`src/rtl/rob_retire_pkg.sv`:
```
// rob_retire_pkg
//   Shared sizing constants for the reorder buffer / retire stage.
//   Physical register aliases are PR_ADDR_W bits; each ROB entry carries two
//   old aliases (ALIAS_W bits) plus an ARCH_MASK_W architectural dest mask.
//   Alias values 0 and 1 are architectural-zero placeholders; the ROB never
//   interprets aliases, it only carries them to the free-list bus.
package rob_retire_pkg;
  localparam int PR_ADDR_W    = 5;
  localparam int ALIAS_W      = 2 * PR_ADDR_W;
  localparam int ARCH_MASK_W  = 8;
  localparam int ROB_DEPTH    = 32;
  localparam int ROB_WIDTH    = 4;
  localparam int ROB_CMPL_W   = 6;
  localparam int ROB_RETIRE_W = 3;
endpackage

```
`src/rtl/rob_retire_select.sv`:
```
// rob_retire_select
//   Combinational retire picker. Walks entries starting at head and counts
//   how many consecutive ones are both valid and done, capped at RETIRE_W
//   and at the live entry count.
// Ports:
//   valid_i, done_i : per-entry status vectors
//   head_i          : oldest entry index
//   count_i         : number of live entries (0..DEPTH)
//   n_o             : number of entries to retire this cycle
//   slot_idx_o      : ROB index for each retire slot (head + s)
module rob_retire_select
  import rob_retire_pkg::*;
#(
  parameter int DEPTH    = ROB_DEPTH,
  parameter int RETIRE_W = ROB_RETIRE_W,
  localparam int IDX_W   = $clog2(DEPTH),
  localparam int CNT_W   = IDX_W + 1,
  localparam int N_W     = $clog2(RETIRE_W + 1)
) (
  input  logic [DEPTH-1:0]                valid_i,
  input  logic [DEPTH-1:0]                done_i,
  input  logic [IDX_W-1:0]                head_i,
  input  logic [CNT_W-1:0]                count_i,
  output logic [N_W-1:0]                  n_o,
  output logic [RETIRE_W-1:0][IDX_W-1:0]  slot_idx_o
);

  always_comb begin
    logic run;
    run = 1'b1;
    n_o = '0;
    for (int s = 0; s < RETIRE_W; s++) begin
      slot_idx_o[s] = head_i + IDX_W'(s);
      // Retirement stops at the first entry that is not ready: in-order only.
      if (run && valid_i[slot_idx_o[s]] && done_i[slot_idx_o[s]] &&
          (CNT_W'(s) < count_i)) begin
        n_o = N_W'(s + 1);
      end else begin
        run = 1'b0;
      end
    end
  end

endmodule

```
`src/rtl/rob_retire.sv`:
```
// rob_retire
//   Reorder buffer with in-order retirement. Hands out WIDTH consecutive ROB
//   indices per dispatch group, records old aliases and arch masks, marks
//   entries done from CMPL_W completion ports, and retires up to RETIRE_W
//   oldest done entries per cycle. Retire outputs are registered.
// Optional feature: define ROB_PERF_CNT_EN to add retired_count and
//   full_stall_count (32-bit) performance counters.
// Ports:
//   clk, rst          : clock, asynchronous active-high reset
//   alloc_valid       : dispatch group offered (fires when alloc_ready)
//   alloc_ready       : at least WIDTH free entries
//   alloc_entries     : indices tail..tail+WIDTH-1, lane 0 in LSBs
//   alloc_old_aliases : per lane two old physical regs
//   alloc_arch_regs   : per lane architectural destination mask
//   cmplt_valid       : per-port completion strobe
//   cmplt_rob_idx     : per-port completed ROB index
//   free_regs         : old aliases of retired ops, slot 0 oldest, 0 if idle
//   retire_valid      : per-slot retire strobe, thermometer from slot 0
//   retire_arch_regs  : arch mask of each retired op
module rob_retire
  import rob_retire_pkg::*;
#(
  parameter int DEPTH    = ROB_DEPTH,
  parameter int WIDTH    = ROB_WIDTH,
  parameter int CMPL_W   = ROB_CMPL_W,
  parameter int RETIRE_W = ROB_RETIRE_W,
  localparam int IDX_W   = $clog2(DEPTH),
  localparam int CNT_W   = IDX_W + 1,
  localparam int N_W     = $clog2(RETIRE_W + 1)
) (
  input  logic                          clk,
  input  logic                          rst,
  input  logic                          alloc_valid,
  output logic                          alloc_ready,
  output logic [IDX_W*WIDTH-1:0]        alloc_entries,
  input  logic [ALIAS_W*WIDTH-1:0]      alloc_old_aliases,
  input  logic [ARCH_MASK_W*WIDTH-1:0]  alloc_arch_regs,
  input  logic [CMPL_W-1:0]             cmplt_valid,
  input  logic [IDX_W*CMPL_W-1:0]       cmplt_rob_idx,
  output logic [ALIAS_W*RETIRE_W-1:0]   free_regs,
  output logic [RETIRE_W-1:0]           retire_valid,
  output logic [ARCH_MASK_W*RETIRE_W-1:0] retire_arch_regs
`ifdef ROB_PERF_CNT_EN
  ,
  output logic [31:0]                   retired_count,
  output logic [31:0]                   full_stall_count
`endif
);

  logic [IDX_W-1:0]       head_q, head_d, tail_q, tail_d;
  logic [CNT_W-1:0]       count_q, count_d;
  logic [DEPTH-1:0]       valid_q, valid_d, done_q, done_d;
  logic [ALIAS_W-1:0]     alias_q [DEPTH];
  logic [ARCH_MASK_W-1:0] arch_q  [DEPTH];

  logic [ALIAS_W*RETIRE_W-1:0]     free_regs_q, free_regs_d;
  logic [RETIRE_W-1:0]             retire_valid_q, retire_valid_d;
  logic [ARCH_MASK_W*RETIRE_W-1:0] retire_arch_q, retire_arch_d;

  logic                          alloc_fire;
  logic [N_W-1:0]                sel_n;
  logic [RETIRE_W-1:0][IDX_W-1:0] sel_idx;

  // Ready depends only on registered occupancy, never on this cycle's retire.
  assign alloc_ready = (CNT_W'(DEPTH) - count_q) >= CNT_W'(WIDTH);
  assign alloc_fire  = alloc_valid & alloc_ready;

  always_comb begin
    alloc_entries = '0;
    for (int l = 0; l < WIDTH; l++) begin
      alloc_entries[l*IDX_W +: IDX_W] = tail_q + IDX_W'(l);
    end
  end

  rob_retire_select #(
    .DEPTH    (DEPTH),
    .RETIRE_W (RETIRE_W)
  ) u_select (
    .valid_i    (valid_q),
    .done_i     (done_q),
    .head_i     (head_q),
    .count_i    (count_q),
    .n_o        (sel_n),
    .slot_idx_o (sel_idx)
  );

  // Update order matters: completions, then retire clears, then allocation
  // writes, so an allocation always leaves its entries not-done.
  always_comb begin
    valid_d = valid_q;
    done_d  = done_q;
    for (int p = 0; p < CMPL_W; p++) begin
      if (cmplt_valid[p] && valid_q[cmplt_rob_idx[p*IDX_W +: IDX_W]]) begin
        done_d[cmplt_rob_idx[p*IDX_W +: IDX_W]] = 1'b1;
      end
    end
    for (int s = 0; s < RETIRE_W; s++) begin
      if (s < int'(sel_n)) begin
        valid_d[sel_idx[s]] = 1'b0;
        done_d[sel_idx[s]]  = 1'b0;
      end
    end
    if (alloc_fire) begin
      for (int l = 0; l < WIDTH; l++) begin
        valid_d[tail_q + IDX_W'(l)] = 1'b1;
        done_d[tail_q + IDX_W'(l)]  = 1'b0;
      end
    end
    head_d  = head_q + IDX_W'(sel_n);
    tail_d  = alloc_fire ? tail_q + IDX_W'(WIDTH) : tail_q;
    count_d = count_q + (alloc_fire ? CNT_W'(WIDTH) : CNT_W'(0)) - CNT_W'(sel_n);
  end

  always_comb begin
    free_regs_d    = '0;
    retire_valid_d = '0;
    retire_arch_d  = '0;
    for (int s = 0; s < RETIRE_W; s++) begin
      if (s < int'(sel_n)) begin
        retire_valid_d[s]                          = 1'b1;
        free_regs_d[s*ALIAS_W +: ALIAS_W]          = alias_q[sel_idx[s]];
        retire_arch_d[s*ARCH_MASK_W +: ARCH_MASK_W] = arch_q[sel_idx[s]];
      end
    end
  end

  always_ff @(posedge clk or posedge rst) begin
    if (rst) begin
      head_q         <= '0;
      tail_q         <= '0;
      count_q        <= '0;
      valid_q        <= '0;
      done_q         <= '0;
      free_regs_q    <= '0;
      retire_valid_q <= '0;
      retire_arch_q  <= '0;
    end else begin
      head_q         <= head_d;
      tail_q         <= tail_d;
      count_q        <= count_d;
      valid_q        <= valid_d;
      done_q         <= done_d;
      free_regs_q    <= free_regs_d;
      retire_valid_q <= retire_valid_d;
      retire_arch_q  <= retire_arch_d;
    end
  end

  // Payload storage needs no reset: it is only read behind valid.
  always_ff @(posedge clk) begin
    if (alloc_fire) begin
      for (int l = 0; l < WIDTH; l++) begin
        alias_q[tail_q + IDX_W'(l)] <= alloc_old_aliases[l*ALIAS_W +: ALIAS_W];
        arch_q[tail_q + IDX_W'(l)]  <= alloc_arch_regs[l*ARCH_MASK_W +: ARCH_MASK_W];
      end
    end
  end

  assign free_regs        = free_regs_q;
  assign retire_valid     = retire_valid_q;
  assign retire_arch_regs = retire_arch_q;

`ifdef ROB_PERF_CNT_EN
  logic [31:0] retired_cnt_q, stall_cnt_q;

  always_ff @(posedge clk or posedge rst) begin
    if (rst) begin
      retired_cnt_q <= '0;
      stall_cnt_q   <= '0;
    end else begin
      retired_cnt_q <= retired_cnt_q + 32'(sel_n);
      if (alloc_valid && !alloc_ready) begin
        stall_cnt_q <= stall_cnt_q + 32'd1;
      end
    end
  end

  assign retired_count    = retired_cnt_q;
  assign full_stall_count = stall_cnt_q;
`endif

endmodule

```
`config.mk`:
```
export PLATFORM = sky130hd
export DESIGN_NAME = rob_retire
export DESIGN_NICKNAME = d
export VERILOG_FILES = /design/src/rtl/rob_retire_pkg.sv /design/src/rtl/rob_retire_select.sv /design/src/rtl/rob_retire.sv
export SDC_FILE = /design/constraint.sdc
export NUM_CORES = 2
export LEC_CHECK = 0
export ABC_AREA = 1
export CAP_MARGIN = 20
export CELL_PAD_IN_SITES_DETAIL_PLACEMENT = 1
export CELL_PAD_IN_SITES_GLOBAL_PLACEMENT = 2
export CORE_ASPECT_RATIO = 0.6
export CORE_MARGIN = 5
export CORE_UTILIZATION = 36
export CTS_BUF_LIST = sky130_fd_sc_hd__clkbuf_8
export CTS_CLUSTER_DIAMETER = 200
export DETAILED_ROUTE_END_ITERATION = 7
export PLACE_DENSITY = 0.85
export SLEW_MARGIN = 20
export SYNTH_ARGS = -nofsm -noshare
export SYNTH_HDL_FRONTEND = slang
export SYNTH_HIERARCHICAL = 1
export SYNTH_SLANG_ARGS = --single-unit
export TNS_END_PERCENT = 10
```
`constraint.sdc`:
```
create_clock -name clk -period 4.63 [get_ports clk]
set_clock_uncertainty 0.1 [all_clocks]
set_input_delay 1.1575 -clock clk [delete_from_list [all_inputs] [get_ports clk]]
set_output_delay 1.1575 -clock clk [all_outputs]
set_load 0.01 [all_outputs]
```
==> impl_metrics.yaml <==
global_routing:
  grt_pass1_vias: 39621
  grt_pass1_wl_mm: 283
  grt_antenna_before_repair: 12
  grt_max_degree: 145
  overflow: 0
  grt_usage_pct: 31.5
route:
  drtIter0Drc: 5781
  ant_nets: 0
  via_per_inst: 6.35
  via_count: 40496
  drtPass1Iterations: 6
  finalWirelength_mm: 198
  drcViolationCount: 0
  wl_per_cell_um: 31.1
floorplan:
  io_pins: 189
  fp.dieH_um: 271
  dieArea_um2: 121000
  core_area_um2: 112000
  die_width_um: 445
  start_util_pct: 36.4
  rows: 95
clock_tree:
  clock_sinks: 711
  cts_hold_buffers: 0
  clkTransAtPathRegs_ps: 80
  postCtsSetupRepairBufs: 0
  cts_buffer_depth: 3
  cts-htree-levels: 3
  tritoncts: "built"
  cts-root-buf: "clkbuf_8"
  clk_latency_ps: 850
  cts_resized: 0
  cts_inserted_buffers: 108
timing:
  fin_crit_sh_pct: 88.7
  final-hold-violation-count: 0
  worst_slew_pin_slew_ps: 1180
  drv_slew: 0
  rsz0062_at_grt: "no"
  setup_tns_ps: 0
  setup_viol: 0
  max_freq_mhz: 243
  period_needed_ps: 4110
  relSlewSlack_pct: 21.3
setup_path:
  arrival_ps: 4770
  crit_fanout: 16
  startpoint_type: "flip-flop"
  slowest_delay_ps: 470
  critPathCaptureType: "flip-flop"
  crit_required_ps: 5290
  crit_chain: "ha_1, buf_4, inv_2, nand3_1, nand3_1, nand2_1, nor2_1, nor2_1, nor2_1, nor2_1, nor2_2, a21oi_2, nand2_1, buf_4, inv_1, nand2_1, inv_1, a221oi_1, nand2_1, a21oi_1"
  crit_type: "reg2reg"
  slowest_stage: "a221oi_1"
placement:
  dp.cells: 6160
  hpwl_mm: 129
  io_buffers: 180
  gp_congestion: 1.02
final_layout:
  fill_cells: 13040
  utilization_pct: 42.2
  area_delta_synth_final_pct: 15.9
  multi_input_area_um2: 17200
  seq_area_um2: 20700
  fin_nets: 4894
  instances_no_fill: 6376
  layout-drive-gt1-share_pct: 9.25
yosys:
  synth.avg_cell_area_um2: 8.93
  async_flop_share_pct: 19.0
  ys_warn_count: 6
  synth_edf_count: 576
  synthCells: 4584
  yosysSeqAreaShare_pct: 50.5
  syn_area_um2: 41000
  synth-main-ff-cell: "edfxtp_1"
  ys_types: 45
  ys_ff_latch: 711
status:
  status: "finished, final reports clean"
run:
  cap_violations: 0
power:
  power.total_mw: 36.8
  p_leak_nw: 19.1
  power_density_nw_per_um2: 776
  irDropWorstVdd_mv: 1.23
worst_hold_path:
  hp-class: "reg2reg"
## worst max-delay path: cells and delay by family (launching register included)
family	cells	cell delay, ps
AO/OA/AOI/OAI	3	800
adder cells (fa/ha/maj)	1	330
buffers and inverters	5	890
flip-flops	1	430
AND/OR/NAND/NOR	11	1460
## stage by stage
stage	hold WS, ps	cell area, um^2	setup slack [ps]
5_1_grt	587	47500	338
3_3_place_gp	527	45300	587
2_1_floorplan	394	41000	932
6_report	577	47500	523
3_5_place_dp	548	45300	633
4_1_cts	564	47400	605
## per-layer routing
metal | track usage, % | share of wire (%) | vias to the layer above
li1 | - | - | 17166
met1 | 45.2 | 42 | 20054
met2 | 43.9 | 40 | 2816
met3 | 11.5 | 14 | 452
met4 | 9.94 | 3.4 | 8
met5 | 0 | 0.022 | -
## path summary, 6_finish.rpt
kind | startpoint | endpoint | slack [ps] | cells after the start
max | head_q[0] | done_q[8] | 520 | 20
min | count_q[5] | count_q[5] | 580 | 2
max reg2reg | head_q[0] | done_q[8] | 520 | 20
min reg2reg | count_q[5] | count_q[5] | 580 | 2
max in group asynchronous | rst | retire_arch_regs[17] | 3050 | 3
min in group asynchronous | rst | done_q[4] | 730 | 3
## layout by cell type (no fill, tap or decap), drive strengths merged, types with 9 or more instances in the layout
master / n
buf: 220
a21oi: 67
nor2: 217
nor3: 83
inv: 509
a221oi: 44
a22oi: 407
ha: 13
clkdlybuf4s50: 179
dfrtp: 135
nand4: 221
nand2: 1325
clkbuf: 122
clkinv: 37
o221ai: 407
diode: 9
o21ai: 57
o22ai: 37
nand3: 135
xor2: 10
edfxtp: 576
o21a: 27
## cell families (layout without fill, tap and decap cells)
group | count (synthesis) | count (layout) | share of synthesized area (%)
fa+ha+maj | 15 | 15 | 0.495
flops | 711 | 711 | 50.5
buf+inv | 800 | 1074 | 8.20
simple gates | 1989 | 1989 | 20.7
other cells | 2 | 17 | 0.0183
compound gates | 1055 | 1055 | 19.9
xor+xnor | 12 | 12 | 0.275
## power by group
group | internal, mW | total (mW) | switching (mW)
clock network | 2.65 | 5.39 | 2.74
logic | 6.38 | 21.8 | 15.4
registers | 8.20 | 9.69 | 1.49
## synthesized netlist by cell type (5+ instances only)
cell	instances	area (um^2)
a22oi_1	407	3060
a221oi_1	44	385
nor2_2	7	43.8
nor2_1	210	788
xor2_1	9	78.8
buf_6	12	135
nand3b_1	6	45.0
o22ai_1	37	231
clkinv_1	6	22.5
inv_2	13	48.8
a21oi_1	66	330
o21ai_0	54	270
dfrtp_1	135	3380
ha_1	13	163
buf_1	23	86.3
nand2_2	15	93.8
nand3_1	135	676
edfxtp_1	576	17300
nor3_1	69	345
o21a_1	27	203
inv_1	449	1690
nand4_1	221	1380
nor3_2	14	140
o221ai_1	407	3560
a31oi_1	5	31.3
clkbuf_1	177	664
buf_4	39	293
nand2_1	1307	4910
buf_2	78	390
## area by class of cell
cell class | instances | share of cell area [%]
clock buffer | 122 | 3.54
sequential | 711 | 43.6
inverter | 469 | 3.77
multi-input combinational | 3079 | 36.2
antenna | 9 | 0.0474
timing repair buffer | 399 | 7.92
tap | 1503 | 3.96
clock inverter | 84 | 1.02
## registers in the layout, indices dropped and copies added (netlist names)
register / count
tail_q: 3
alias_q: 320
free_regs: 30
retire_valid: 3
arch_q: 256
done_q: 32
retire_arch_regs: 24
valid_q: 32
count_q: 6
head_q: 5
Note: power is estimated with default switching activity, not from simulation.
